**src/rtl/debounce_pkg.sv**
```systemverilog
// Shared definitions for the push-button conditioning blocks.
package debounce_pkg;

  localparam int DEFAULT_DEBOUNCE_CYCLES = 50000;
  localparam int CLK_HZ                  = 50_000_000;

  typedef enum logic {KEY_RELEASED, KEY_PRESSED} key_state_t;

endpackage

```
**src/rtl/debounce_channel.sv**
```systemverilog
// One key: two-flop synchroniser, stability counter, debounced level,
// registered press/release pulses and a press-toggled level.
module debounce_channel
  import debounce_pkg::*;
#(
  parameter int DEBOUNCE_CYCLES = DEFAULT_DEBOUNCE_CYCLES,
  parameter bit ACTIVE_LOW      = 1'b1
) (
  input  logic clock,
  input  logic reset,
  input  logic key_raw,
  output logic key_level,
  output logic key_press,
  output logic key_release,
  output logic key_toggle
);

  localparam int            CW       = $clog2(DEBOUNCE_CYCLES + 1);
  localparam logic [CW-1:0] LAST     = CW'(DEBOUNCE_CYCLES - 1);
  localparam logic          IDLE_RAW = ACTIVE_LOW ? 1'b1 : 1'b0;

  logic          s1_q, s2_q;
  logic [CW-1:0] count_q, count_d;
  key_state_t    level_q, level_d;
  logic          press_q, press_d;
  logic          release_q, release_d;
  logic          toggle_q, toggle_d;
  logic          raw_n;
  logic          differs;

  assign raw_n   = ACTIVE_LOW ? ~s2_q : s2_q;
  assign differs = raw_n != (level_q == KEY_PRESSED);

  // Any sample matching the accepted level restarts the count, so only an
  // unbroken run of DEBOUNCE_CYCLES differing samples moves the level.
  always_comb begin
    count_d   = count_q;
    level_d   = level_q;
    press_d   = 1'b0;
    release_d = 1'b0;
    toggle_d  = toggle_q;
    if (!differs) begin
      count_d = '0;
    end else if (count_q == LAST) begin
      count_d   = '0;
      level_d   = raw_n ? KEY_PRESSED : KEY_RELEASED;
      press_d   = raw_n;
      release_d = ~raw_n;
      toggle_d  = toggle_q ^ raw_n;
    end else begin
      count_d = count_q + 1'b1;
    end
  end

  always_ff @(posedge clock) begin
    if (reset) begin
      s1_q      <= IDLE_RAW;
      s2_q      <= IDLE_RAW;
      count_q   <= '0;
      level_q   <= KEY_RELEASED;
      press_q   <= 1'b0;
      release_q <= 1'b0;
      toggle_q  <= 1'b0;
    end else begin
      s1_q      <= key_raw;
      s2_q      <= s1_q;
      count_q   <= count_d;
      level_q   <= level_d;
      press_q   <= press_d;
      release_q <= release_d;
      toggle_q  <= toggle_d;
    end
  end

  assign key_level   = (level_q == KEY_PRESSED);
  assign key_press   = press_q;
  assign key_release = release_q;
  assign key_toggle  = toggle_q;

endmodule

```
**src/rtl/key_debounce_pulser.sv**
```systemverilog
// Bank of independent debounced key channels; all outputs are registered.
module key_debounce_pulser
  import debounce_pkg::*;
#(
  parameter int N_KEYS          = 2,
  parameter int DEBOUNCE_CYCLES = DEFAULT_DEBOUNCE_CYCLES,
  parameter bit ACTIVE_LOW      = 1'b1
) (
  input  logic              clock,
  input  logic              reset,
  input  logic [N_KEYS-1:0] key_raw,
  output logic [N_KEYS-1:0] key_level,
  output logic [N_KEYS-1:0] key_press,
  output logic [N_KEYS-1:0] key_release,
  output logic [N_KEYS-1:0] key_toggle
);

  generate
    for (genvar gi = 0; gi < N_KEYS; gi++) begin : g_key
      debounce_channel #(
        .DEBOUNCE_CYCLES(DEBOUNCE_CYCLES),
        .ACTIVE_LOW     (ACTIVE_LOW)
      ) u_channel (
        .clock      (clock),
        .reset      (reset),
        .key_raw    (key_raw[gi]),
        .key_level  (key_level[gi]),
        .key_press  (key_press[gi]),
        .key_release(key_release[gi]),
        .key_toggle (key_toggle[gi])
      );
    end
  endgenerate

endmodule
```
**config.mk**
```make
export PLATFORM = sky130hd
export DESIGN_NAME = key_debounce_pulser
export DESIGN_NICKNAME = d
export VERILOG_FILES = /design/src/rtl/debounce_pkg.sv /design/src/rtl/debounce_channel.sv /design/src/rtl/key_debounce_pulser.sv
export SDC_FILE = /design/constraint.sdc
export NUM_CORES = 1
export LEC_CHECK = 0
export ABC_AREA = 1
export ABC_CLOCK_PERIOD_IN_PS = 1300
export CELL_PAD_IN_SITES_DETAIL_PLACEMENT = 0
export CELL_PAD_IN_SITES_GLOBAL_PLACEMENT = 2
export CORE_ASPECT_RATIO = 0.6
export CORE_MARGIN = 2
export CORE_UTILIZATION = 30
export CTS_CLUSTER_DIAMETER = 200
export CTS_CLUSTER_SIZE = 20
export DETAILED_ROUTE_END_ITERATION = 7
export GPL_ROUTABILITY_DRIVEN = 0
export PLACE_DENSITY = 0.85
export REMOVE_ABC_BUFFERS = 1
export SYNTH_ARGS = -nofsm -noshare
export SYNTH_HDL_FRONTEND = slang
export SYNTH_SLANG_ARGS = --single-unit
```
**constraint.sdc**
```tcl
create_clock -name clock -period 1.3 [get_ports clock]
set_input_delay 0.26 -clock clock [delete_from_list [all_inputs] [get_ports clock]]
set_output_delay 0.26 -clock clock [all_outputs]
set_load 0.02 [all_outputs]
```
# After elaboration in Yosys (flattened, before gate mapping)
# Index checks and enable logic that the tools add are counted.
# W data, S select, Z words.
word_totals:
  register_bits: 44
  output_inout_bits: 8
  in_bits: 4
  wordCells: 36
op_classes:
  eq_ne: 4
  n_reduce_logical: 6
  add_sub_neg: 2
  n_mux: 2
  bitwise: 8
op_table:
  columns: ["cell", "count"]
  rows:
  - ["$add A16 B1 Y16 const B", 2]
  - ["$eq A16 B16 Y1 const B", 2]
  - ["$reduce_or A3 Y1", 4]
  - ["$not A1 Y1", 6]
  - ["$reduce_and A2 Y1", 2]
  - ["$mux W1", 2]
  - ["$ne A1 B1 Y1", 2]
  - ["$xor A1 B1 Y1", 2]

# Depth between registers and ports, before layout
# Gate-level depths: netlist of the first run.
logic_depth:
  word_depth: 4
  mapped_depth: 9
  mapped_depth_nobuf: 9

# Hierarchy
# Synthesis of the first run repeated with hierarchy kept, for this count alone.
unflattened:
  hier_cells: 292
  area_unflattened_um2: 2114.5
by_module_without_submodules:
  columns: ["mod", "n_inst", "cells_per_inst", "area_each_um2", "seq_area_each_um2"]
  rows:
  - ["debounce_channel", 2, 146, 1057.3, 440.4]

# Worst setup path before layout of the first run
# Ideal clock, no wire load.
synth_timing:
  kind: "register -> register"
  start: "register g_key[0].u_channel.count_q[0]"
  end: "register g_key[0].u_channel.count_q[5]"
  setup_slack_ns: -0.016
  arrival_ns: 1.201
  stages_incl_launch_ff: 8
  setup_time_ns: 0.115
  synth_period_minus_slack_ns: 1.316
  n_path_buf: 1
  required_time_ns: 1.185
  cell_sequence: "dfxtp_1 ha_1 nand3_2 nor2_4 nand2_2 nand2_4 buf_6 nor2_1"
synth_via:
  elab_chain_cells: 2
  elab_cells_between_ends: 3
  classes_between: "add/sub: 1; eq/ne: 1; reduce/logical: 1"
synth_rtl:
  columns: ["item", "line_no", "source"]
  rows:
  - ["start, declared", "debounce_channel.sv:23", "logic [CW-1:0] count_q, count_d;"]
  - ["start signal, assigned", "debounce_channel.sv:67", "count_q <= count_d;"]
  - ["branches (longest 2 deep; another with $add A16 B1 Y16)", null, null]
# Parallel ways; which one is timed is not known.
# A chain may end at the register's enable or synchronous reset.

# Worst setup path in the final report of the first run
layout_timing:
  start: "register g_key[0].u_channel.level_q"
  end: "output key_level[0]"
layout_lines:
  columns: ["item", "line_no", "source"]
  rows:
  - ["start, declared", "debounce_channel.sv:24", "key_state_t level_q, level_d;"]
  - ["start signal, assigned", "debounce_channel.sv:68", "level_q <= level_d;"]
  - ["end, declared", "key_debounce_pulser.sv:12", "output logic [N_KEYS-1:0] key_level,"]
# No word-level cell between the ends.

==> results of run 1 <==
## cells in the final DEF (no fill, tap or decap), drive strengths merged, types with 6 or more instances in the layout
master | netlist | layout
a21oi | 18 | 18
nand4 | 11 | 11
buf | 10 | 22
inv | 32 | 32
nand3 | 17 | 17
nand2 | 66 | 67
nor2 | 63 | 63
xor2 | 6 | 6
dfxtp | 44 | 44
or2 | 8 | 8
## flip-flops by register name, summed over array words and instances (netlist names)
name	flops
g_key.u_channel.key_press	2
g_key.u_channel.key_level	2
g_key.u_channel.count_q	32
g_key.u_channel.s2_q	2
g_key.u_channel.key_release	2
g_key.u_channel.s1_q	2
g_key.u_channel.key_toggle	2
## per-stage QoR
step / power (mW) / hold slack [ps]
after floorplan: 1.41 / 332
after global placement: 1.44 / 394
after detailed placement: 1.44 / 395
final: 2.63 / 408
after global routing: 2.74 / 432
after CTS: 2.67 / 410
## Yosys cell counts
cell	instances	area, sq um
nand2_1	61	229
xor2_1	6	52.6
nand3_2	1	10.0
nand4_1	11	68.8
or2_2	6	37.5
dfxtp_1	44	881
xnor2_1	4	35.0
clkbuf_1	1	3.75
buf_4	8	60.1
nor3b_1	1	7.51
a21oi_1	17	85.1
nor2_1	57	214
o21bai_1	1	7.51
o21ai_1	1	5.00
nor2_4	3	33.8
clkinv_1	1	3.75
nand3b_1	1	7.51
inv_2	3	11.3
nand3_1	16	80.1
a21oi_2	1	8.76
or2_0	2	12.5
nor2_2	3	18.8
inv_1	29	109
buf_6	2	22.5
nand2_4	2	22.5
ha_1	2	25.0
o21ai_0	4	20.0
nor3_1	3	15.0
nand2_2	3	18.8
## report_power, final
group | leakage [nW] | switching, mW | internal [mW]
combinational | 0.509 | 0.0298 | 0.0250
clock | 0.0736 | 0.510 | 0.708
sequential | 0.360 | 0.00486 | 1.36
## area by class of cell
type	count	area [sq um]	area share (%)
flip-flops and latches	44	892	32.8
inverters	33	124	4.55
repair buffers	33	273	10.0
clock inverters	3	18.8	0.689
clock buffers	5	125	4.59
multi-input cells	207	1180	43.4
well taps	87	109	4.00
## cells by family after synthesis
| kind of cell | after synthesis | synth area share (%) |
|---|---|---|
| buffers and inverters | 44 | 9.98 |
| adders and majority gates | 2 | 1.19 |
| AOI/OAI and AO/OA | 24 | 6.00 |
| and+or+nand+nor | 170 | 36.8 |
| DFF | 44 | 41.8 |
| xor gates and xnor gates | 10 | 4.16 |
## timing repair
action                     CTS  global route
setup endpoints to repair   42            40
gates cloned                 1             0
pin swaps                    5             7
setup buffers                0             2
resized for setup           25            33
## metal layers
layer | up-vias | part of all wire (%) | track usage (%)
li1 | 978 | - | -
met1 | 815 | 59 | 20.5
met2 | 26 | 36 | 17.9
met3 | 2 | 4.3 | 3.23
met4 | 0 | 0.58 | 2.74
met5 | - | 0 | 0
## how the worst min path moves through the flow
stage | start | end | slack, ps
5_1_grt | g_key[1].u_channel.s1_q | g_key[1].u_channel.s2_q | 430
6_report | g_key[1].u_channel.s1_q | g_key[1].u_channel.s2_q | 410
3_3_place_gp | g_key[1].u_channel.s1_q | g_key[1].u_channel.s2_q | 390
4_1_cts | g_key[1].u_channel.s1_q | g_key[1].u_channel.s2_q | 410
2_1_floorplan | reset | g_key[0].u_channel.key_press | 330
3_5_place_dp | g_key[1].u_channel.s1_q | g_key[1].u_channel.s2_q | 390
==> results.toml, run 1 <==
[outcome]
outcome = "finished, final reports clean"

[worst_setup_path]
cp_max_fo = 4
crit_start = "g_key[0].u_channel.key_level"
end_kind = "output port"
slowest_stage = "dfxtp_1"
critPathMaxStageDelay_ps = 370
reg2reg_slack_ps = 70
worst_setup_path_start_kind = "flop"
crit_required_ps = 1040
path_buf_inv = 1
critPathCapture = "key_level[0]"
crit_cells = 1
crit_family = "flip-flops"
arrival_ps = 980
r2r_cells = 8
reg2reg_to = "g_key[1].u_channel.count_q[12]"
path_class = "flop to output port"
path_cells = "clkdlybuf4s15_1"
r2r-start = "g_key[1].u_channel.count_q[0]"

[route]
drtAntennaViolNets = 0
drtIter0Drc = 131
viasPerCell = 4.42
vias = 1821
routed_wl_mm = 4.62
drc = 0
firstDrtPassIters = 4
wl_per_cell_microns = 11.2

[clock_tree]
cts_sinks = 44
cts-hold-fix-buffers = 0
cts_buffers = 5
clockRootBuffer = "clkbuf_16"
cts_tree = "done"
htree_levels = 2
clk_pin_slew_ps = 60
clockBufferDepth = 2
clkLatencyLatePin_ps = 280

[grt]
grt_antenna_before_repair = 0
grt_overflow_total = 0
grt_pass1_wl_mm = 7.93
grt_pass1_vias = 1647
grt_max_degree = 17
grt_use_total_pct = 13.2

[sta]
max_freq_ghz = 0.804
worst_clock_skew_ps = 5.40
setup_viol = 0
max_slew_margin_pct = 72.6
rsz0062_at_grt = "yes"
drv_slew = 0
worstMarginPinSlew_ps = 410
final_hold_viol_count = 0
finalCriticalPeriod_ps = 1240
fin_crit_sh_pct = 95.6
layout_setup_ws_ps = 56.6
setup_tns_ps = 0

[die]
dieArea_sq_um = 7730
fp.dieW_microns = 112
die_h_microns = 68.9
io_pins = 12
start_util_pct = 31.3
core_region_area_sq_um = 6730
num_rows = 23

[placement]
dpl_worst_slack_ps = -104
hpwl_mm = 3.30
placed_cells = 401
port_buffers = 11
placed_area_sq_um = 2390

[flow_run]
max-cap-violations = 0

[logic_synthesis]
synth_warnings = 0
synth-seq-cells = 44
netlist_instances = 294
synth-seq-area-share_pct = 41.8
synth_cell_types = 29
postSynthAreaPerCell_sq_um = 7.16
syn_area_sq_um = 2110

[finish]
fin_area_sq_um = 2720
stdcell_count = 412
area_growth_pct = 29.4
fill_cells = 710
fin_nets = 330
drive_gt1_share_pct = 25.8
antenna-diode-count = 0
final_util_pct = 40.4

[power_and_ir_drop]
powerDensity_nw_per_um2 = 967
p_leak_nw = 0.942
ir_drop_mv = 0.639

[hold_path]
min_path_type = "flop to flop"
holdPathStages = 1
Note: power is estimated with default switching activity, not from simulation.
==> run 2, diff against run 1 <==
--- a/config.mk
+++ b/config.mk
@@ -11,10 +11,11 @@
 export CELL_PAD_IN_SITES_GLOBAL_PLACEMENT = 2
 export CORE_ASPECT_RATIO = 0.6
 export CORE_MARGIN = 2
-export CORE_UTILIZATION = 30
+export CORE_UTILIZATION = 32
 export CTS_CLUSTER_DIAMETER = 200
 export CTS_CLUSTER_SIZE = 20
 export DETAILED_ROUTE_END_ITERATION = 7
+export DONT_BUFFER_PORTS = 1
 export GPL_ROUTABILITY_DRIVEN = 0
 export PLACE_DENSITY = 0.85
 export REMOVE_ABC_BUFFERS = 1
==> run 2 against run 1 <==
Effect of this change:
- sequential share of layout area grew 1.5 points
- sequential power about the same
- register-to-register slack about the same
- via count down 2.4%
- die area decreased by 6.0%
- critical path type is now flop to flop
- critical endpoint is now g_key[0].u_channel.count_q[2]
==> results.toml, run 2 (synthesis gave the netlist of run 1 again) <==
[finish]
drive_gt1_share_pct = 27.2
final_cell_mix = "56 x nand2_1, 51 x nor2_1, 32 x dfxtp_1, 29 x inv_1, 27 x buf_4"
fin_nets = 325
final_common_cell = "nand2_1"
largest_reg_flops = 32
fill_cells = 622
area_growth_pct = 24.2
regMostFlops = "g_key.u_channel.count_q"
final_util_pct = 41.9
multi_input_area_sq_um = 1160
stdcell_count = 404
antenna-diode-count = 0
regArea_sq_um = 896

[grt]
grt_max_degree = 17
grt_use_total_pct = 13.3
grt_overflow_total = 0
grt_pass1_vias = 1496
grt_antenna_before_repair = 0
grt_pass1_wl_mm = 7.25

[sta]
drv_slew = 0
final_hold_viol_count = 0
max_freq_ghz = 0.804
fin_crit_sh_pct = 95.7
max_slew_margin_pct = 74.8
finalCriticalPeriod_ps = 1240
rsz0062_at_grt = "yes"
setup_viol = 0
worst_clock_skew_ps = 13.2
worstMarginPinSlew_ps = 377

[route]
drtIter0Drc = 112
wl_per_cell_microns = 11.5
viasPerCell = 4.40
vias = 1778
routed_wl_mm = 4.64
drtAntennaViolNets = 0
drc = 0
firstDrtPassIters = 4

[flow_run]
max-cap-violations = 0

[clock_tree]
cts_sinks = 44
clkLatencyLatePin_ps = 310
htree_levels = 2
clk_pin_slew_ps = 100
clockBufferDepth = 2
clockRootBuffer = "clkbuf_8"
cts_tree = "done"
cts_buffers = 5

[worst_setup_path]
reg2reg_slack_ps = 60
reg2reg_to = "g_key[0].u_channel.count_q[2]"
r2r_cells = 5
worst_setup_path_start_kind = "flop"
cp_max_fo = 8
arrival_ps = 1480
path_class = "flop to flop"
r2r-start = "g_key[0].u_channel.key_level"
crit_required_ps = 1540
end_kind = "flop"

[power_and_ir_drop]
p_leak_nw = 0.886
ir_drop_mv = 0.460
powerDensity_nw_per_um2 = 971

[placement]
hpwl_mm = 3.28
port_buffers = 0
placed_cells = 391

[die]
core_region_area_sq_um = 6250
dieArea_sq_um = 7270
fp.dieW_microns = 109
die_h_microns = 66.8
io_pins = 12
start_util_pct = 33.7
num_rows = 22

[hold_path]
min_path_type = "input port to flop"
holdCritStartpoint = "reset"
holdPathStages = 1
worstHoldEndpoint = "g_key[0].u_channel.key_release"

[outcome]
outcome = "finished, final reports clean"
==> run 2: cell types whose count changed in the layout (fill, tap and decap cells not counted), moves of 4 or more <==
cell	change
buf_4	+6
clkbuf_8	+6
nor2_1	+6
clkbuf_16	-5
dlygate4sd2_1	-5
nor2_2	-4
==> run 2: worst max path at each step <==
stage | slack (ps) | startpoint | endpoint | cells after the start
global route | -30 | g_key[0].u_channel.count_q[4] | g_key[0].u_channel.key_toggle | 8
finish | 60 | g_key[0].u_channel.key_level | g_key[0].u_channel.count_q[2] | 5
floorplan | 50 | g_key[0].u_channel.count_q[0] | g_key[0].u_channel.count_q[10] | 6
detailed placement | -60 | g_key[0].u_channel.count_q[1] | g_key[0].u_channel.count_q[12] | 6
CTS | -20 | g_key[0].u_channel.count_q[0] | g_key[0].u_channel.count_q[12] | 7
global placement | -60 | g_key[0].u_channel.count_q[0] | g_key[0].u_channel.count_q[12] | 6
==> run 2: area by class of cell <==
cell class              count  area share [%]
clock inverters             2            1.48
inverters                  33            4.74
multi-input cells         207            44.2
repair buffers             28            8.13
flip-flops and latches     44            34.3
clock buffers               6            3.16
well taps                  84            4.02
==> run 2: metal layers <==
metal | up-vias | global-route usage [%] | wire length [microns]
met5 | - | 0 | 0
met4 | 0 | 4.33 | 52
met3 | 4 | 5.38 | 246
met2 | 31 | 15.5 | 1610
met1 | 769 | 20.7 | 2730
li1 | 974 | - | -
==> run 2: per-stage QoR <==
stage	setup slack [ps]	cell area, sq um	setup TNS, ps	hold slack [ps]	total power, mW
3_5_place_dp	-64.6	2300	-1050	336	1.42
3_3_place_gp	-61.4	2300	-873	336	1.42
2_1_floorplan	50.1	2020	0	332	1.41
4_1_cts	-15.1	2480	-17.4	12.3	2.56
6_report	56.0	2620	0	18.4	2.54
5_1_grt	-27.3	2620	-161	5.63	2.63
==> run 2: timing repair <==
action,CTS,global route
gates cloned,0,1
endpoints found under the hold margin,2,0
pin swaps,2,11
gates resized for setup,8,32
hold buffers,1,0
setup buffers,1,2
endpoints found under the setup margin,35,36
==> run 2: power by group <==
part | internal, mW | switching, mW
registers | 1.35 | 0.00483
logic | 0.0177 | 0.0249
clock network | 0.629 | 0.508
==> run 2: critical path, stage by stage, from the launching register on <==
cell and delay (ps):
dfxtp_1 340, nor2_1 200, inv_1 110, a21oi_4 260, nand2_4 130, nor3_1 140
